File: src/rtl/branch_pkg.sv
// Shared definitions for the execute-stage branch redirect controller:
// branch-type codes, FSM state encoding and the default PC width.
package branch_pkg;

    localparam int PC_W_DEF = 10;

    localparam logic [3:0] BR_NONE  = 4'd0;
    localparam logic [3:0] BR_BRCC  = 4'd1;
    localparam logic [3:0] BR_BRCS  = 4'd2;
    localparam logic [3:0] BR_BREQ  = 4'd3;
    localparam logic [3:0] BR_BRN   = 4'd4;
    localparam logic [3:0] BR_BRNE  = 4'd5;
    localparam logic [3:0] BR_CALL  = 4'd6;
    localparam logic [3:0] BR_RET   = 4'd7;
    localparam logic [3:0] BR_RETID = 4'd8;
    localparam logic [3:0] BR_RETIE = 4'd9;

    typedef enum logic [1:0] {
        ST_IDLE     = 2'd0,
        ST_REDIRECT = 2'd1,
        ST_FLUSH    = 2'd2
    } state_e;

    function automatic logic br_taken(input logic [3:0] t, input logic c, input logic z);
        logic tk;
        case (t)
            BR_BRCC:  tk = ~c;
            BR_BRCS:  tk = c;
            BR_BREQ:  tk = z;
            BR_BRNE:  tk = ~z;
            BR_BRN, BR_CALL, BR_RET, BR_RETID, BR_RETIE: tk = 1'b1;
            default:  tk = 1'b0;
        endcase
        return tk;
    endfunction

    function automatic logic br_is_return(input logic [3:0] t);
        return (t == BR_RET) || (t == BR_RETID) || (t == BR_RETIE);
    endfunction

endpackage

File: src/rtl/branch_redirect_ctrl_ras.sv
// Return-address stack: circular buffer; a push when full overwrites the
// oldest entry, a pop when empty leaves the pointer alone.
module branch_ras #(
    parameter int W     = 10,
    parameter int DEPTH = 8
) (
    input  logic         clk_i,
    input  logic         rst_n_i,
    input  logic         push_i,
    input  logic         pop_i,
    input  logic [W-1:0] push_data_i,
    output logic [W-1:0] top_o,
    output logic         empty_o,
    output logic         ovf_o,
    output logic         unf_o
);
    localparam int PTR_W = $clog2(DEPTH);
    localparam logic [PTR_W-1:0] PTR_ONE = 1;
    localparam logic [PTR_W:0]   CNT_ONE = 1;
    localparam logic [PTR_W:0]   CNT_MAX = (PTR_W+1)'(DEPTH);

    logic [PTR_W-1:0] ptr_q, ptr_d;
    logic [PTR_W:0]   cnt_q, cnt_d;
    logic [W-1:0]     mem_q [DEPTH];
    logic             full;

    assign empty_o = (cnt_q == '0);
    assign full    = (cnt_q == CNT_MAX);
    assign top_o   = mem_q[ptr_q - PTR_ONE];
    assign ovf_o   = push_i & full;
    assign unf_o   = pop_i & ~push_i & empty_o;

    always_comb begin
        ptr_d = ptr_q;
        cnt_d = cnt_q;
        if (push_i) begin
            ptr_d = ptr_q + PTR_ONE;
            if (!full) cnt_d = cnt_q + CNT_ONE;
        end else if (pop_i && !empty_o) begin
            ptr_d = ptr_q - PTR_ONE;
            cnt_d = cnt_q - CNT_ONE;
        end
    end

    always_ff @(posedge clk_i or negedge rst_n_i) begin
        if (!rst_n_i) begin
            ptr_q <= '0;
            cnt_q <= '0;
        end else begin
            ptr_q <= ptr_d;
            cnt_q <= cnt_d;
        end
    end

    // Entry storage needs no reset: emptiness is tracked by cnt_q alone.
    always_ff @(posedge clk_i) begin
        if (push_i) mem_q[ptr_q] <= push_data_i;
    end

endmodule

File: src/rtl/branch_redirect_ctrl.sv
// Execute-stage branch resolution, PC redirect and IF/ID squash sequencing.
// Optional taken/flush statistics counters enabled by `define BRANCH_STATS_EN.
module branch_redirect_ctrl
    import branch_pkg::*;
#(
    parameter int PC_W         = PC_W_DEF,
    parameter int RAS_DEPTH    = 8,
    parameter int FLUSH_CYCLES = 2
) (
    input  logic            clk_i,
    input  logic            rst_n_i,
    input  logic            stall_i,
    input  logic            ex_valid_i,
    input  logic [3:0]      ex_branch_type_i,
    input  logic            ex_c_i,
    input  logic            ex_z_i,
    input  logic [PC_W-1:0] ex_pc_i,
    input  logic [PC_W-1:0] ex_target_i,
    output logic            pc_load_o,
    output logic [PC_W-1:0] pc_next_o,
    output logic            flush_if_o,
    output logic            flush_id_o,
    output logic            i_set_o,
    output logic            i_clr_o,
    output logic            ras_ovf_o,
    output logic            ras_unf_o,
    output logic [15:0]     taken_count_o,
    output logic [15:0]     flush_count_o
);
    localparam logic [PC_W-1:0] PC_ONE     = 1;
    localparam logic [2:0]      FLUSH_INIT = 3'(FLUSH_CYCLES - 1);

    state_e          state_q;
    logic [2:0]      cnt_q;
    logic            pc_load_q;
    logic            flush_q;
    logic [PC_W-1:0] target_q, target_d;
    logic            iset_pend_q, iclr_pend_q;
    logic            ovf_q, unf_q;

    logic            taken, is_ret, push, pop;
    logic [PC_W-1:0] ras_top;
    logic            ras_empty, ras_ovf, ras_unf;

    // Branches resolve only in IDLE; wrong-path instructions during a flush are ignored.
    assign taken  = (state_q == ST_IDLE) && ex_valid_i && !stall_i
                    && br_taken(ex_branch_type_i, ex_c_i, ex_z_i);
    assign is_ret = br_is_return(ex_branch_type_i);
    assign push   = taken && (ex_branch_type_i == BR_CALL);
    assign pop    = taken && is_ret;

    always_comb begin
        target_d = ex_target_i;
        if (is_ret && !ras_empty) target_d = ras_top;
    end

    branch_ras #(.W(PC_W), .DEPTH(RAS_DEPTH)) u_ras (
        .clk_i       (clk_i),
        .rst_n_i     (rst_n_i),
        .push_i      (push),
        .pop_i       (pop),
        .push_data_i (ex_pc_i + PC_ONE),
        .top_o       (ras_top),
        .empty_o     (ras_empty),
        .ovf_o       (ras_ovf),
        .unf_o       (ras_unf)
    );

    always_ff @(posedge clk_i or negedge rst_n_i) begin
        if (!rst_n_i) begin
            state_q     <= ST_IDLE;
            cnt_q       <= '0;
            pc_load_q   <= 1'b0;
            flush_q     <= 1'b0;
            target_q    <= '0;
            iset_pend_q <= 1'b0;
            iclr_pend_q <= 1'b0;
            ovf_q       <= 1'b0;
            unf_q       <= 1'b0;
        end else if (!stall_i) begin
            if (ras_ovf) ovf_q <= 1'b1;
            if (ras_unf) unf_q <= 1'b1;
            case (state_q)
                ST_IDLE: begin
                    if (taken) begin
                        state_q     <= ST_REDIRECT;
                        pc_load_q   <= 1'b1;
                        flush_q     <= 1'b1;
                        target_q    <= target_d;
                        iset_pend_q <= (ex_branch_type_i == BR_RETIE);
                        iclr_pend_q <= (ex_branch_type_i == BR_RETID);
                    end
                end
                ST_REDIRECT: begin
                    pc_load_q   <= 1'b0;
                    iset_pend_q <= 1'b0;
                    iclr_pend_q <= 1'b0;
                    if (FLUSH_CYCLES <= 1) begin
                        state_q <= ST_IDLE;
                        flush_q <= 1'b0;
                    end else begin
                        state_q <= ST_FLUSH;
                        cnt_q   <= FLUSH_INIT;
                    end
                end
                ST_FLUSH: begin
                    if (cnt_q <= 3'd1) begin
                        state_q <= ST_IDLE;
                        flush_q <= 1'b0;
                        cnt_q   <= '0;
                    end else begin
                        cnt_q <= cnt_q - 3'd1;
                    end
                end
                default: begin
                    state_q   <= ST_IDLE;
                    pc_load_q <= 1'b0;
                    flush_q   <= 1'b0;
                end
            endcase
        end
    end

    assign pc_load_o  = pc_load_q;
    assign pc_next_o  = target_q;
    assign flush_if_o = flush_q;
    assign flush_id_o = flush_q;
    assign ras_ovf_o  = ovf_q;
    assign ras_unf_o  = unf_q;
    // Interrupt-flag pulses fire on the first REDIRECT cycle that is not stalled.
    assign i_set_o    = iset_pend_q & ~stall_i;
    assign i_clr_o    = iclr_pend_q & ~stall_i;

`ifdef BRANCH_STATS_EN
    logic [15:0] taken_cnt_q, flush_cnt_q;

    always_ff @(posedge clk_i or negedge rst_n_i) begin
        if (!rst_n_i) begin
            taken_cnt_q <= '0;
            flush_cnt_q <= '0;
        end else if (!stall_i) begin
            if (taken && taken_cnt_q != 16'hFFFF) taken_cnt_q <= taken_cnt_q + 16'd1;
            if (flush_q && flush_cnt_q != 16'hFFFF) flush_cnt_q <= flush_cnt_q + 16'd1;
        end
    end

    assign taken_count_o = taken_cnt_q;
    assign flush_count_o = flush_cnt_q;
`else
    assign taken_count_o = '0;
    assign flush_count_o = '0;
`endif

endmodule

File: config.mk
export PLATFORM = sky130hd
export DESIGN_NAME = branch_redirect_ctrl
export DESIGN_NICKNAME = d
export VERILOG_FILES = /design/src/rtl/branch_pkg.sv /design/src/rtl/branch_redirect_ctrl_ras.sv /design/src/rtl/branch_redirect_ctrl.sv
export SDC_FILE = /design/constraint.sdc
export NUM_CORES = 1
export LEC_CHECK = 0
export BUFFER_PORTS_ARGS = -buffer_cell sky130_fd_sc_hd__buf_4
export CORE_MARGIN = 2
export CORE_UTILIZATION = 57
export DETAILED_ROUTE_END_ITERATION = 10
export PLACE_DENSITY = 0.85
export SYNTH_ARGS = -nofsm -noshare
export SYNTH_HDL_FRONTEND = slang
export SYNTH_HIERARCHICAL = 1
export SYNTH_SLANG_ARGS = --single-unit
File: constraint.sdc
create_clock -name clk_i -period 3.87 [get_ports clk_i]
set_input_delay 0.1935 -clock clk_i [delete_from_list [all_inputs] [get_ports clk_i]]
set_output_delay 0.1935 -clock clk_i [all_outputs]
set_load 0.03 [all_outputs]
==> impl_metrics.json <==
{
  "status": "completed",
  "overflow": 0,
  "ys_ff_latch": 108,
  "r2r_slack_ns": 0.35,
  "viasPerCell": 5.88,
  "use_met2": 0.352,
  "arrival_ns": 3.76,
  "cp_top_family": "simple AND/OR/NAND/NOR gates",
  "fmax_ghz": 0.284,
  "nNetsFinal": 456,
  "die_w_um": 101,
  "drtIter0Drc": 280,
  "crit_path_end_kind": "register",
  "routed-via-count": 3116,
  "ys_types": 58,
  "grt_setup_unrepaired": "false",
  "clkSinkCount": 108,
  "min_period_ns": 3.52,
  "finalSetupTns_ns": 0,
  "fin_cells": 530,
  "die_h_um": 101,
  "timing.hold.ws_ns": 0.133,
  "crit_top_cell": "inv_1",
  "row_count": 35,
  "grt_util_met1": 0.288,
  "dp_cells": 513,
  "core-area_mm2": 0.00920,
  "tightest_slew_ns": 0.973,
  "maxSlewViolCount": 0,
  "htreeDepth": 3,
  "avgSynthCellArea_um2": 14.9,
  "leakage_nw": 2.26,
  "grt_antenna_before_repair": 1,
  "syn_area_mm2": 0.00537,
  "boundaryPins": 79,
  "hold_viol": 0,
  "port-buffer-count": 46,
  "clk_pin_slew_ns": 0.10,
  "r2r_end": "u_ras/cnt_q[3]$_DFFE_PN0P_",
  "die_area_mm2": 0.0102,
  "grt_pass1_wl_um": 16000,
  "cp_data_required_time_ns": 4.11,
  "r2r_start": "state_q[1]$_DFFE_PN0P_",
  "synthCells": 359,
  "routed_wl_um": 10000,
  "maxSlewHeadroom": 0.351,
  "cts_buffers": 9,
  "top_usage_layer": "met2",
  "startpoint": "state_q[1]$_DFFE_PN0P_",
  "cp-start-kind": "register",
  "crit_type": "register to register",
  "ir_worst_vdd_v": 0.000293,
  "crit_path_max_fanout": 15,
  "fillers": 643,
  "hold_class": "input pin to register",
  "finalSetupViolCount": 0,
  "gp_congestion": 0.863,
  "grt_start_max_net_pins": 29,
  "drc": 0,
  "use_met3": 0.0354,
  "cts_tree": "built",
  "regArea_mm2": 0.00310,
  "powerDensity_mw_per_mm2": 597,
  "path_buf_inv": 3,
  "power_mw": 3.51,
  "slowest_delay_ns": 0.52,
  "diodes": 0,
  "post-route-period-util": 0.909,
  "yosysWarnings": 6,
  "drive_gt1_frac": 0.298,
  "endpoint": "u_ras/cnt_q[3]$_DFFE_PN0P_",
  "cts_buffer_depth": 2,
  "fin_skew_ns": 0.0124,
  "cp_cell_sequence": "inv_1, ha_1, inv_1, nor2_1, o311a_4, and4_1, inv_1, ha_1, a21oi_1, nand3_1, mux4_2",
  "drtAntennaViolNets": 0,
  "synthArstFlopShare": 0.259,
  "areaGrowthSynthToFinish_pct": 9.68,
  "grt_pass1_vias": 3039,
  "wl_per_cell_um": 18.9,
  "cts_setup_buffers": 0,
  "root_buffer": "clkbuf_8",
  "worstHoldPathCells": 3,
  "clk_latency_ns": 0.36,
  "ys_seq_area_frac": 0.578,
  "multi_input_area_mm2": 0.00198,
  "maxCapViolations": 0,
  "drt_pre_antenna_iters": 4,
  "worst_r2r_path_depth": 11,
  "crit_slowest_cell": "and4_1",
  "start_util": 0.583,
  "synth_edf_count": 80,
  "crit_cells": 11,
  "track_usage": 0.209,
  "synth_top_flop_cell": "edfxtp_1",
  "dp_hpwl_um": 7250
}
==> worst reg2reg max path: stages (launching register included) <==
cell	delay, ns
dfrtp_1	0.43
inv_1	0.12
ha_1	0.24
inv_1	0.12
nor2_1	0.13
o311a_4	0.34
and4_1	0.53
inv_1	0.24
ha_1	0.39
a21oi_1	0.26
nand3_1	0.11
mux4_2	0.50
==> where the power goes <==
part	switching, mW	internal, mW	leakage [nW]
Clock	0.393	0.250	0.0949
Sequential	0.112	1.36	1.08
Combinational	0.737	0.663	1.09
Total	1.24	2.27	2.26
==> worst min-delay path by stage <==
stage                        startpoint                 endpoint  slack, ns
floorplan                       rst_n_i     cnt_q[0]$_DFFE_PN0P_      -0.10
global route        ex_branch_type_i[0]  iset_pend_q$_DFFE_PN0P_       0.16
finish              ex_branch_type_i[0]  iset_pend_q$_DFFE_PN0P_       0.13
detailed placement              rst_n_i     cnt_q[2]$_DFFE_PN0P_       0.14
global placement                rst_n_i     cnt_q[2]$_DFFE_PN0P_       0.13
CTS                 ex_branch_type_i[0]  iset_pend_q$_DFFE_PN0P_       0.12
==> cells in the mapped netlist, drive strengths merged, types with 7 or more instances <==
master / number / area (um^2)
a21o: 7 / 52.6
nand3: 9 / 45.0
buf: 42 / 340
mux2: 30 / 364
nand2: 18 / 67.6
xnor2: 7 / 61.3
ha: 11 / 138
inv: 14 / 52.6
mux4: 21 / 488
dfrtp: 28 / 701
edfxtp: 80 / 2400
nor2: 17 / 63.8
==> layout by cell type, fill, tap and decap left out, types with 3 or more instances in the layout <==
cell       n
clkbuf_8   9
xor2_1     4
nor2b_1    5
xnor2_1    7
ha_1      11
nor2_1    17
o31ai_1    3
mux2_4     7
mux2i_1    4
nand3_1    9
a21oi_1    5
dfrtp_1   28
inv_1     14
nand2_1   18
clkinv_4   3
a21o_1     7
edfxtp_1  80
mux2_2    23
o311a_1    3
mux4_2    17
nor3_1     5
buf_4     55
o21ai_0    6
mux4_1     4
conb_1    32
nand2b_1   4
==> cells by family (layout without fill, tap and decap cells) <==
| kind of cell | after synthesis | count (layout) | share of synthesized area |
|---|---|---|---|
| multiplexers | 55 | 55 | 0.166 |
| adder cells (fa/ha/maj) | 12 | 12 | 0.0294 |
| AO/OA/AOI/OAI | 42 | 42 | 0.0618 |
| XOR/XNOR | 12 | 12 | 0.0210 |
| buffers and inverters | 57 | 86 | 0.0739 |
| flip-flops | 108 | 108 | 0.578 |
| other | 1 | 32 | 0.000699 |
| AND/OR/NAND/NOR | 72 | 72 | 0.0686 |
==> timing repair <==
action | CTS | global route
gates resized for setup | 0 | 0
hold endpoints to repair | 28 | 0
hold buffers | 1 | 0
==> per-layer routing <==
layer | share of wire | up-vias
li1 | - | 1411
met1 | 0.42 | 1562
met2 | 0.51 | 127
met3 | 0.057 | 14
met4 | 0.010 | 2
met5 | 0.00080 | -
==> cell type report <==
class,instances,share of cell area
clock buffers,10,0.0217
clock inverters,6,0.00978
inverters,14,0.00893
multi-input cells,225,0.337
flip-flops and latches,108,0.527
well taps,111,0.0236
repair buffers,56,0.0719
==> state kept, by name, indices dropped and copies added, names as in the netlist <==
register,flops
u_ras/cnt_q,4
flush_id_o,1
state_q,2
u_ras/mem_q,80
pc_next_o,10
cnt_q,3
iset_pend_q,1
ras_ovf_o,1
pc_load_o,1
u_ras/ptr_q,3
ras_unf_o,1
iclr_pend_q,1
==> stage by stage <==
step           area [um^2]  setup WS [ns]   util
5_1_grt               5880          0.110  0.640
2_1_floorplan         5480          0.794      -
4_1_cts               5880          0.389  0.640
3_5_place_dp          5690          0.421  0.619
3_3_place_gp          5690          0.573  0.619
6_report              5880          0.351  0.640
No activity file was read; power rests on OpenSTA's default activity.
